## src/rtl/gwa_param.sv

```systemverilog
// gwa_param: change machine, takes 1/2 EUR coins into a bounded credit and pays 20c/10c change from tracked stocks.
// Latency: decision on the edge after WT/CANCEL, then one ejector pulse every two cycles; rejects one cycle after the coin.
// Backpressure: none; coins over the credit limit, or arriving while busy or with WT/CANCEL, go to the reject chute.
// Optional: define GWA_EDGE_DET_EN to rising-edge detect EU1/EU2/WT/CANCEL/REFILL (one extra cycle on every decision).
module gwa_param #(
    parameter int CREDIT_W     = 7,
    parameter int MAX_CREDIT   = 60,
    parameter int STOCK_W      = 8,
    parameter int STOCK20_INIT = 50,
    parameter int STOCK10_INIT = 50
) (
    input  logic                clk,
    input  logic                rst,
    input  logic                EU1,
    input  logic                EU2,
    input  logic                WT,
    input  logic                CANCEL,
    input  logic                REFILL,
    output logic                C10_O,
    output logic                C20_O,
    output logic                EU1_O,
    output logic                EU2_O,
    output logic                REJ1_O,
    output logic                REJ2_O,
    output logic                BUSY,
    output logic [CREDIT_W-1:0] CREDIT,
    output logic [STOCK_W-1:0]  STOCK10,
    output logic [STOCK_W-1:0]  STOCK20
);
    localparam int CW1 = CREDIT_W + 1;
    localparam int DW  = ((CREDIT_W > STOCK_W) ? CREDIT_W : STOCK_W) + 1;
    localparam logic [CW1-1:0]      MAX_C    = CW1'(MAX_CREDIT);
    localparam logic [CREDIT_W-1:0] TWO      = CREDIT_W'(2);
    localparam logic [CREDIT_W-1:0] ONE      = CREDIT_W'(1);
    localparam logic [CREDIT_W-1:0] TEN      = CREDIT_W'(10);
    localparam logic [CREDIT_W-1:0] TWENTY   = CREDIT_W'(20);
    localparam logic [STOCK_W-1:0]  S20_INIT = STOCK_W'(STOCK20_INIT);
    localparam logic [STOCK_W-1:0]  S10_INIT = STOCK_W'(STOCK10_INIT);

    typedef enum logic [2:0] {IDLE, PAY_PULSE, PAY_GAP, REF_PULSE, REF_GAP} state_t;
    state_t state, state_nxt;

    logic eu1_p, eu2_p, wt_p, cancel_p, refill_p;

`ifdef GWA_EDGE_DET_EN
    logic [4:0] in_prev, in_edge;
    // Registered rising-edge detect so a held level counts as a single event
    always_ff @(posedge clk) begin
        if (rst) begin
            in_prev <= '0;
            in_edge <= '0;
        end else begin
            in_prev <= {EU1, EU2, WT, CANCEL, REFILL};
            in_edge <= {EU1, EU2, WT, CANCEL, REFILL} & ~in_prev;
        end
    end
    assign {eu1_p, eu2_p, wt_p, cancel_p, refill_p} = in_edge;
`else
    assign eu1_p    = EU1;
    assign eu2_p    = EU2;
    assign wt_p     = WT;
    assign cancel_p = CANCEL;
    assign refill_p = REFILL;
`endif

    logic [CREDIT_W-1:0] credit_q, credit_nxt;
    logic [STOCK_W-1:0]  stock10_q, stock20_q, s10_nxt, s20_nxt;
    logic c10_nxt, c20_nxt, e1_nxt, e2_nxt, r1_nxt, r2_nxt;

    // Feasibility of exact change: greedy 20c count, remainder must fit the 10c stock
    logic [DW-1:0] credit_dw, half_credit, n20, rem;
    logic          pay_ok, have_credit, idle_action;
    assign credit_dw   = DW'(credit_q);
    assign half_credit = credit_dw >> 1;
    assign n20         = (DW'(stock20_q) < half_credit) ? DW'(stock20_q) : half_credit;
    assign rem         = credit_dw - (n20 << 1);
    assign pay_ok      = rem <= DW'(stock10_q);
    assign have_credit = credit_q != '0;
    assign idle_action = (cancel_p || wt_p) && have_credit;

    // One guard bit so over-limit sums compare correctly
    logic [CW1-1:0] sum1, sum2, sum3;
    assign sum1 = CW1'(credit_q) + CW1'(10);
    assign sum2 = CW1'(credit_q) + CW1'(20);
    assign sum3 = CW1'(credit_q) + CW1'(30);

    // State register
    always_ff @(posedge clk) begin
        if (rst) state <= IDLE;
        else     state <= state_nxt;
    end

    // Next-state: CANCEL beats WT; pay only when exact change is possible
    always_comb begin
        state_nxt = state;
        case (state)
            IDLE: begin
                if (cancel_p && have_credit)  state_nxt = REF_PULSE;
                else if (wt_p && have_credit) state_nxt = pay_ok ? PAY_PULSE : REF_PULSE;
            end
            PAY_PULSE: state_nxt = PAY_GAP;
            PAY_GAP:   state_nxt = have_credit ? PAY_PULSE : IDLE;
            REF_PULSE: state_nxt = REF_GAP;
            REF_GAP:   state_nxt = have_credit ? REF_PULSE : IDLE;
            default:   state_nxt = IDLE;
        endcase
    end

    // Next values of the registered outputs, credit and stocks
    always_comb begin
        credit_nxt = credit_q;
        s10_nxt    = stock10_q;
        s20_nxt    = stock20_q;
        c10_nxt    = 1'b0;
        c20_nxt    = 1'b0;
        e1_nxt     = 1'b0;
        e2_nxt     = 1'b0;
        r1_nxt     = eu1_p;
        r2_nxt     = eu2_p;
        case (state)
            IDLE: begin
                if (!idle_action) begin
                    r1_nxt = 1'b0;
                    r2_nxt = 1'b0;
                    if (eu1_p && eu2_p) begin
                        if (sum3 <= MAX_C) begin
                            credit_nxt = sum3[CREDIT_W-1:0];
                        end else if (sum1 <= MAX_C) begin
                            credit_nxt = sum1[CREDIT_W-1:0];
                            r2_nxt     = 1'b1;
                        end else begin
                            r1_nxt = 1'b1;
                            r2_nxt = 1'b1;
                        end
                    end else if (eu1_p) begin
                        if (sum1 <= MAX_C) credit_nxt = sum1[CREDIT_W-1:0];
                        else               r1_nxt     = 1'b1;
                    end else if (eu2_p) begin
                        if (sum2 <= MAX_C) credit_nxt = sum2[CREDIT_W-1:0];
                        else               r2_nxt     = 1'b1;
                    end
                end
                if (refill_p) begin
                    s10_nxt = S10_INIT;
                    s20_nxt = S20_INIT;
                end
            end
            PAY_PULSE: begin
                if (credit_q >= TWO && stock20_q != '0) begin
                    c20_nxt    = 1'b1;
                    credit_nxt = credit_q - TWO;
                    s20_nxt    = stock20_q - 1'b1;
                end else begin
                    c10_nxt    = 1'b1;
                    credit_nxt = credit_q - ONE;
                    s10_nxt    = stock10_q - 1'b1;
                end
            end
            REF_PULSE: begin
                if (credit_q >= TWENTY) begin
                    e2_nxt     = 1'b1;
                    credit_nxt = credit_q - TWENTY;
                end else begin
                    e1_nxt     = 1'b1;
                    credit_nxt = credit_q - TEN;
                end
            end
            default: ;
        endcase
    end

    // Output, credit and stock registers
    always_ff @(posedge clk) begin
        if (rst) begin
            credit_q  <= '0;
            stock10_q <= S10_INIT;
            stock20_q <= S20_INIT;
            C10_O     <= 1'b0;
            C20_O     <= 1'b0;
            EU1_O     <= 1'b0;
            EU2_O     <= 1'b0;
            REJ1_O    <= 1'b0;
            REJ2_O    <= 1'b0;
        end else begin
            credit_q  <= credit_nxt;
            stock10_q <= s10_nxt;
            stock20_q <= s20_nxt;
            C10_O     <= c10_nxt;
            C20_O     <= c20_nxt;
            EU1_O     <= e1_nxt;
            EU2_O     <= e2_nxt;
            REJ1_O    <= r1_nxt;
            REJ2_O    <= r2_nxt;
        end
    end

    assign BUSY    = (state != IDLE);
    assign CREDIT  = credit_q;
    assign STOCK10 = stock10_q;
    assign STOCK20 = stock20_q;
endmodule

```

## config.mk

```make
export PLATFORM = sky130hd
export DESIGN_NAME = gwa_param
export DESIGN_NICKNAME = d
export VERILOG_FILES = /design/src/rtl/gwa_param.sv
export SDC_FILE = /design/constraint.sdc
export NUM_CORES = 1
export LEC_CHECK = 0
export ABC_CLOCK_PERIOD_IN_PS = 7800
export CORE_MARGIN = 5
export CORE_UTILIZATION = 35
export DETAILED_ROUTE_END_ITERATION = 7
export SYNTH_ARGS = -nofsm -noshare
export SYNTH_HDL_FRONTEND = slang
export SYNTH_SLANG_ARGS = --single-unit
```

## constraint.sdc

```tcl
create_clock -name clk -period 7.8 [get_ports clk]
set_input_delay 0.78 -clock clk [delete_from_list [all_inputs] [get_ports clk]]
set_output_delay 0.78 -clock clk [all_outputs]
set_load 0.05 [all_outputs]
```

==> impl_metrics.ini, run 1 <==
[status]
status = complete, no violations

[die]
boundaryPins = 37
start_util = 0.358
die_w_um = 104
coreArea_um2 = 8680
die-area_um2 = 10800
dieHeight_um = 104
num_rows = 34

[setup_path]
regToRegStartpoint = CREDIT[2]$_SDFFE_PP0P_
startpoint_type = flip-flop
path_cells = inv_1 -> ha_1 -> a21o_1 -> a21o_1 -> a21o_1 -> a21o_1 -> a2111oi_4 -> mux2i_1 -> ha_1 -> nor2b_1 -> o21ai_0 -> a21boi_0 -> o21a_1 -> o21a_1 -> nor2_1 -> ha_1 -> a21o_1 -> a21oi_1 -> a21oi_1 -> o211a_1
cpLargestDelayFamily = compound AO/OA/AOI/OAI gates
cpPeakStageDelay_ps = 730
rr_worst_depth = 20
crit_path_end_kind = flip-flop
critical_path_required_ps = 7980
crit_top_cell = a21o_1
path_class = flip-flop to flip-flop
r2r-end = state[1]$_SDFFE_PP0P_
arrival_ps = 5490
worst-path-max-fanout = 16
r2r_setup_slack_ps = 2490
cp_slowest_cell = dfxtp_1
worst-path-buf-inv = 1

[finish]
layout_commonest_cell = nor2_1
finalNonFillerCells = 541
fin_util = 0.418
diodes = 0
final_cell_mix = 37 x nor2_1, 36 x clkdlybuf4s50_1, 33 x ha_1
area_growth_pct = 16.9
layout-drive-gt1-share = 0.0416
stdcell_area_um2 = 3630
fin_nets = 474

[sta]
tightestPinTransition_ps = 907
rsz0062_at_grt = false
tns_ps = 0
post-route-min-period_ps = 5310
finalCritPeriodShare = 0.681
slew_headroom = 0.393
drv_slew = 0
fin_skew_ps = 11.8
hold_violations = 0
postLayoutSetupSlackWorst_ps = 2490
fmax_mhz = 188
setup_viol = 0

[clocking]
cts-root-buf = clkbuf_8
clock-sinks = 32
htree_levels = 2
path_clk_slew_ps = 80
cts_tree = yes
hold_buffers = 0
clk_latency_ps = 290
clockBufferDepth = 2
cts_buffers = 5
cts_resized = 0
cts_setup_buffers = 0

[worst_hold_path]
hold_end = state[0]$_SDFFE_PP0P_
holdPathStages = 1
hp-start = state[0]$_SDFFE_PP0P_
hold_class = flip-flop to flip-flop

[logic_synthesis]
synth.cell_area_um2 = 3100
yosysWarningCount = 0
seq_area_frac_synth = 0.206
synthCells = 409
synthFlopType = dfxtp_1
synth_edf_count = 0
synth_nets = 450
avgSynthCellArea_um2 = 7.59
async_flop_share = 0
ys_ff_latch = 32
ys_types = 60

[routing]
drt_iter0_markers = 194
via_per_inst = 5.74
wl_met1_mm = 4.21
drcViolationCount = 0
top_layer = met4
antenna_left = 0
met2_length_mm = 4.43
dr_wl_met3_um = 461
dr.pass1.iters = 4
vias = 3103
drt_wl_total_mm = 9.30
wl_per_cell_um = 17.2

[place]
gp_congestion = 0.876
dp_hpwl_mm = 6.94
placed_cells = 534
place_area_um2 = 3530
io_buffers = 36
dp_slack_ps = 2530

[power]
p_per_area_nw_per_um2 = 454
ir_worst_vdd_v = 0.000173
leakage_nw = 1.41

[global_routing]
grt_pass1_vias = 3047
grt_pass1_wl_mm = 15.3
grt_remaining_overflow = 0
antenna_found_initial = 0
grt_max_degree = 26
grt_util_all_layers = 0.170

[run]
cap_viol_max_count = 0
==> routing by layer <==
layer,up-vias,global-route usage
li1,1536,-
met1,1457,0.218
met2,91,0.285
met3,19,0.0317
met4,0,0.0583
met5,-,0
==> synth_stat cells (all sizes together) (5+ instances only) <==
master,number,share of area
xnor2,12,0.034
a21oi,24,0.039
a21o,6,0.015
inv,28,0.034
o21ai,26,0.042
nand4,5,0.010
nor3,17,0.027
buf,6,0.0093
a31oi,6,0.012
or3,6,0.012
dfxtp,32,0.21
a211oi,10,0.027
xor2,7,0.020
nand3,8,0.013
nor2,37,0.045
or2,5,0.010
nand2,28,0.034
clkbuf,16,0.020
nand2b,16,0.032
o32ai,5,0.014
mux2i,10,0.032
o21a,6,0.015
ha,33,0.13
==> flip-flops by register name (all words and copies together), names as in the netlist <==
name and cells:
EU2_O 1, EU1_O 1, C10_O 1, CREDIT 7, STOCK20 8, REJ2_O 1
REJ1_O 1, state 3, C20_O 1, STOCK10 8
==> power by group <==
| part | internal (W) | switching [W] |
|---|---|---|
| sequential | 0.000197 | 0.0000639 |
| clock | 0.0000787 | 0.0000665 |
| combinational | 0.000487 | 0.000751 |
==> per-stage QoR <==
stage,total power (W),hold WS (ps)
global placement,0.00149,540
CTS,0.00165,555
global route,0.00181,590
floorplan,0.00119,495
detailed placement,0.00149,543
finish,0.00165,563
==> cell families (layout without fill, tap and decap cells) <==
kind of cell               Yosys count  in the layout  share of synthesized area
AOI/OAI and AO/OA                  119            119                      0.269
xor gates and xnor gates            19             19                     0.0536
and+or+nand+nor                    145            145                      0.236
muxes                               10             10                     0.0323
adders and majority gates           34             34                      0.140
DFF                                 32             32                      0.206
buffers and inverters               50             74                     0.0629
==> final cells by class <==
cell class,count,area [µm²]
clock buffers,7,96.3
repair buffers,39,383
multi-input cells,327,2270
inverters,28,105
fillers,933,5050
well taps,108,135
flip-flops and latches,32,641
==> worst max path at each step <==
stage | from | endpoint | depth (start not counted)
global placement | CREDIT[2]$_SDFFE_PP0P_ | state[1]$_SDFFE_PP0P_ | 20
floorplan | CREDIT[2]$_SDFFE_PP0P_ | state[1]$_SDFFE_PP0P_ | 21
global route | CREDIT[2]$_SDFFE_PP0P_ | state[1]$_SDFFE_PP0P_ | 20
CTS | CREDIT[2]$_SDFFE_PP0P_ | state[1]$_SDFFE_PP0P_ | 20
finish | CREDIT[2]$_SDFFE_PP0P_ | state[1]$_SDFFE_PP0P_ | 20
detailed placement | CREDIT[2]$_SDFFE_PP0P_ | state[1]$_SDFFE_PP0P_ | 20
(Power assumes the default switching activity.)
==> inputs of run 2 (changes only) <==
Settings changed: ABC_CLOCK_PERIOD_IN_PS 7800 to 4600.
Clock period 7.8 ns to 4.6 ns, I/O delays scaled along.
==> impl_metrics.ini, run 2 (synthesized netlist as in run 1, its figures left out) <==
[status]
status = complete, no violations

[global_routing]
grt_busiest_layer = met2
grt_remaining_overflow = 0
grt_pass1_vias = 3138
antenna_found_initial = 0
grt_util_all_layers = 0.171
grt_pass1_wl_mm = 15.4
grt_use_met3 = 0.0273
globalRouteMet1Util = 0.204
gr-usage-met2 = 0.297
grt_max_degree = 25

[routing]
antenna_left = 0
drt_iter0_markers = 248
drcViolationCount = 0
drt_wl_total_mm = 9.66
wl_per_cell_um = 17.6
vias = 3178
via_per_inst = 5.80
dr.pass1.iters = 4

[sta]
fmax_mhz = 234
hold_violations = 0
drv_slew = 0
slew_headroom = 0.374
tightestPinTransition_ps = 936
finalCritPeriodShare = 0.929
rsz0062_at_grt = false
setup_viol = 0
fin_skew_ps = 7.83
tns_ps = 0
post-route-min-period_ps = 4270

[worst_hold_path]
hold_class = flip-flop to flip-flop
hp-start = state[0]$_SDFFE_PP0P_

[power]
ir_worst_vdd_v = 0.000413
total_power_w = 0.00283
leakage_nw = 1.43
p_per_area_nw_per_um2 = 771

[setup_path]
path_class = flip-flop to flip-flop
arrival_ps = 4470
crit_path_end_kind = flip-flop
crit_path_start = STOCK20[1]$_SDFFE_PP1P_
worst-path-max-fanout = 6
regToRegStartpoint = STOCK20[1]$_SDFFE_PP1P_
critical_path_required_ps = 4800
startpoint_type = flip-flop

[place]
dp_hpwl_mm = 7.04
io_buffers = 36
gp_congestion = 0.914
placed_cells = 540
place_area_um2 = 3580

[die]
die_w_um = 104
start_util = 0.358
dieHeight_um = 104
num_rows = 34
die-area_um2 = 10800
coreArea_um2 = 8680
boundaryPins = 37

[clocking]
htree_levels = 2
clock-sinks = 32
hold_buffers = 0
cts-root-buf = clkbuf_8
cts_buffers = 5
clk_latency_ps = 300
clockBufferDepth = 2
path_clk_slew_ps = 80
cts_tree = yes
cts_resized = 0
cts_setup_buffers = 0

[finish]
final_cell_mix = 37 x nor2_1, 36 x clkdlybuf4s50_1, 33 x ha_1
layout-drive-gt1-share = 0.0659
layout_commonest_cell = nor2_1
area_growth_pct = 18.4
stdcell_area_um2 = 3670
fin_nets = 480
finalNonFillerCells = 548
diodes = 0

[run]
cap_viol_max_count = 0
-- run 2: cell count changes in the layout (fill, tap and decap cells not counted), sizes merged --
cell	previous run	this run
clkbuf	7	5
buf	3	9
clkinvlp	0	1
clkinv	0	1
inv	28	29
-- run 2: layout make-up --
cell class | instances | area, µm²
fillers | 911 | 5000
multi-input cells | 327 | 2270
flip-flops and latches | 32 | 648
repair buffers | 45 | 428
well taps | 108 | 135
inverters | 28 | 105
clock buffers | 5 | 68.8
clock inverters | 3 | 22.5
-- run 2: worst max-delay path, stage by stage, from the launching register on --
cell       delay [ps]
dfxtp_1           440
ha_1              270
a21o_1            160
a21o_1            160
a21o_1            170
a21o_1            200
a2111oi_4         390
mux2i_1           370
ha_1              290
nor2b_1           130
o21ai_1           130
a21boi_0          130
o21a_1            200
o21a_1            180
nor2_1            110
ha_1              240
a21o_1            180
a21oi_1           150
a21oi_1            90
o211a_1           200
-- run 2: stage by stage --
stage | setup slack, ps | hold slack (ps) | util
CTS | 317 | 564 | 0.423
finish | 327 | 563 | 0.423
global route | 24.7 | 595 | 0.423
floorplan | 48.6 | 495 | -
global placement | 503 | 527 | 0.413
detailed placement | 396 | 550 | 0.413
-- run 2: layer usage --
metal	up-vias	wire [µm]
li1	1543	-
met3	28	425
met5	-	0
met1	1510	4210
met4	0	322
met2	97	4700
-- run 2: path summary, 6_finish.rpt --
kind                            to  slack [ps]  cells after the start
max          state[1]$_SDFFE_PP0P_         330                     19
min          state[0]$_SDFFE_PP0P_         560                      1
min reg2reg  state[0]$_SDFFE_PP0P_         560                      1
max reg2reg  state[1]$_SDFFE_PP0P_         330                     19
-- run 2: where the power goes --
group,leakage (nW),switching [W],internal (W)
clock,0.0447,0.000123,0.000108
sequential,0.262,0.0000620,0.000338
combinational,1.13,0.00135,0.000855
==> inputs of run 3 (changes only) <==
Settings changed: ABC_CLOCK_PERIOD_IN_PS 4600 to not set, CELL_PAD_IN_SITES_DETAIL_PLACEMENT set to 0, CELL_PAD_IN_SITES_GLOBAL_PLACEMENT set to 1, PLACE_DENSITY_LB_ADDON set to 0.1.
==> impl_metrics.ini, run 3 (synthesized netlist as in run 1, its figures left out) <==
[die]
coreArea_um2 = 8680
num_rows = 34
boundaryPins = 37
die-area_um2 = 10800
die_w_um = 104
start_util = 0.358
dieHeight_um = 104

[setup_path]
critical_path_required_ps = 4780
worst-path-max-fanout = 6
startpoint_type = flip-flop
regToRegStartpoint = STOCK20[1]$_SDFFE_PP1P_
r2r_setup_slack_ps = 360
rr_worst_depth = 19
path_class = flip-flop to flip-flop
cpLargestDelayFamily = compound AO/OA/AOI/OAI gates
cp_slowest_cell = dfxtp_1
cpPeakStageDelay_ps = 440
crit_path_end_kind = flip-flop
arrival_ps = 4420
crit_top_cell = a21o_1
path_cells = ha_1 -> a21o_1 -> a21o_1 -> a21o_1 -> a21o_1 -> a2111oi_4 -> mux2i_1 -> ha_1 -> nor2b_1 -> o21ai_1 -> a21boi_0 -> o21a_1 -> o21a_1 -> nor2_1 -> ha_1 -> a21o_1 -> a21oi_1 -> a21oi_1 -> o211a_1
r2r-end = state[1]$_SDFFE_PP0P_
worst-path-buf-inv = 0

[global_routing]
grt_remaining_overflow = 0
gr-usage-met2 = 0.296
antenna_found_initial = 0
grt_pass1_wl_mm = 16.1
grt_use_met3 = 0.0261
grt_max_degree = 25
grt_pass1_vias = 2996
globalRouteMet1Util = 0.245
grt_util_all_layers = 0.180
grt_busiest_layer = met2

[clocking]
cts-root-buf = clkbuf_8
path_clk_slew_ps = 80
hold_buffers = 0
cts_setup_buffers = 0
clock-sinks = 32
htree_levels = 2
clk_latency_ps = 290
cts_buffers = 5
cts_resized = 0
clockBufferDepth = 2
cts_tree = yes

[power]
internal_power_w = 0.00130
p_switching_w = 0.00153
p_clk_frac = 0.077
ir_worst_vdd_v = 0.000328
pwr-share-comb = 0.782
p_per_area_nw_per_um2 = 769
leakage_nw = 1.44
power_frac_seq = 0.141
sw_frac_of_total = 0.541

[sta]
drv_slew = 0
setup_viol = 0
rsz0062_at_grt = false
finalCritPeriodShare = 0.921
hold_violations = 0
tns_ps = 0
fin_skew_ps = 7.44
post-route-min-period_ps = 4240
tightestPinTransition_ps = 900
slew_headroom = 0.398
fmax_mhz = 236
hold_slack_ps = 559

[finish]
final_cell_mix = 37 x nor2_1, 36 x clkdlybuf4s50_1, 33 x ha_1
fillers = 919
diodes = 0
layout_commonest_cell = nor2_1
layout-drive-gt1-share = 0.0679
area_growth_pct = 18.7
fin_nets = 483

[worst_hold_path]
holdPathStages = 1
hp-start = state[0]$_SDFFE_PP0P_
hold_end = state[0]$_SDFFE_PP0P_
hold_class = flip-flop to flip-flop

[routing]
via_per_inst = 5.81
drt_iter0_markers = 146
antenna_left = 0
wl_per_cell_um = 18.0
drcViolationCount = 0
drt_wl_total_mm = 9.89
dr.pass1.iters = 8
vias = 3197

[place]
gp_congestion = 0.904
dp_hpwl_mm = 7.35
io_buffers = 36

[run]
cap_viol_max_count = 0

[status]
status = complete, no violations
run 3: layout make-up:
class                           count  area (µm²)  area share
Multi-Input combinational cell    327        2270       0.615
Clock buffer                        6        72.6      0.0197
Inverter                           28         105      0.0285
Clock inverter                      1        5.00     0.00136
Timing Repair Buffer               48         450       0.122
Sequential cell                    32         648       0.176
Tap cell                          108         135      0.0367
run 3: worst max-delay path by stage:
stage / startpoint / endpoint / slack [ps] / cells after the start
floorplan: CREDIT[2]$_SDFFE_PP0P_ / state[1]$_SDFFE_PP0P_ / 50 / 21
global placement: STOCK20[1]$_SDFFE_PP1P_ / state[1]$_SDFFE_PP0P_ / 480 / 21
detailed placement: STOCK20[1]$_SDFFE_PP1P_ / state[1]$_SDFFE_PP0P_ / 340 / 19
CTS: STOCK20[1]$_SDFFE_PP1P_ / state[1]$_SDFFE_PP0P_ / 320 / 19
global route: STOCK20[1]$_SDFFE_PP1P_ / state[1]$_SDFFE_PP0P_ / 5 / 19
finish: STOCK20[1]$_SDFFE_PP1P_ / state[1]$_SDFFE_PP0P_ / 360 / 19
run 3: power by group through the flow:
stage / logic (W) / clock network (W) / registers, W
finish: 0.00221 / 0.000217 / 0.000400
global route: 0.00244 / 0.000235 / 0.000411
CTS: 0.00221 / 0.000224 / 0.000401
detailed placement: 0.00220 / 0 / 0.000408
global placement: 0.00221 / 0 / 0.000407
floorplan: 0.00147 / 0 / 0.000566
run 3: stage by stage:
stage / setup slack, ps / cells / cell area, µm² / total power [W] / utilization
2_1_floorplan: 48.6 / 409 / 3120 / 0.00203 / -
3_3_place_gp: 479 / 543 / 3610 / 0.00261 / 0.416
5_1_grt: 4.85 / 550 / 3680 / 0.00309 / 0.424
3_5_place_dp: 337 / 543 / 3610 / 0.00261 / 0.416
4_1_cts: 319 / 550 / 3680 / 0.00284 / 0.424
6_report: 362 / 550 / 3680 / 0.00283 / 0.424
run 3: per-layer routing:
layer,wire (µm),vias up,part of all wire
met5,0,-,0
met4,150,0,0.015
met3,500,13,0.051
met2,4800,117,0.49
met1,4440,1511,0.45
li1,-,1556,-
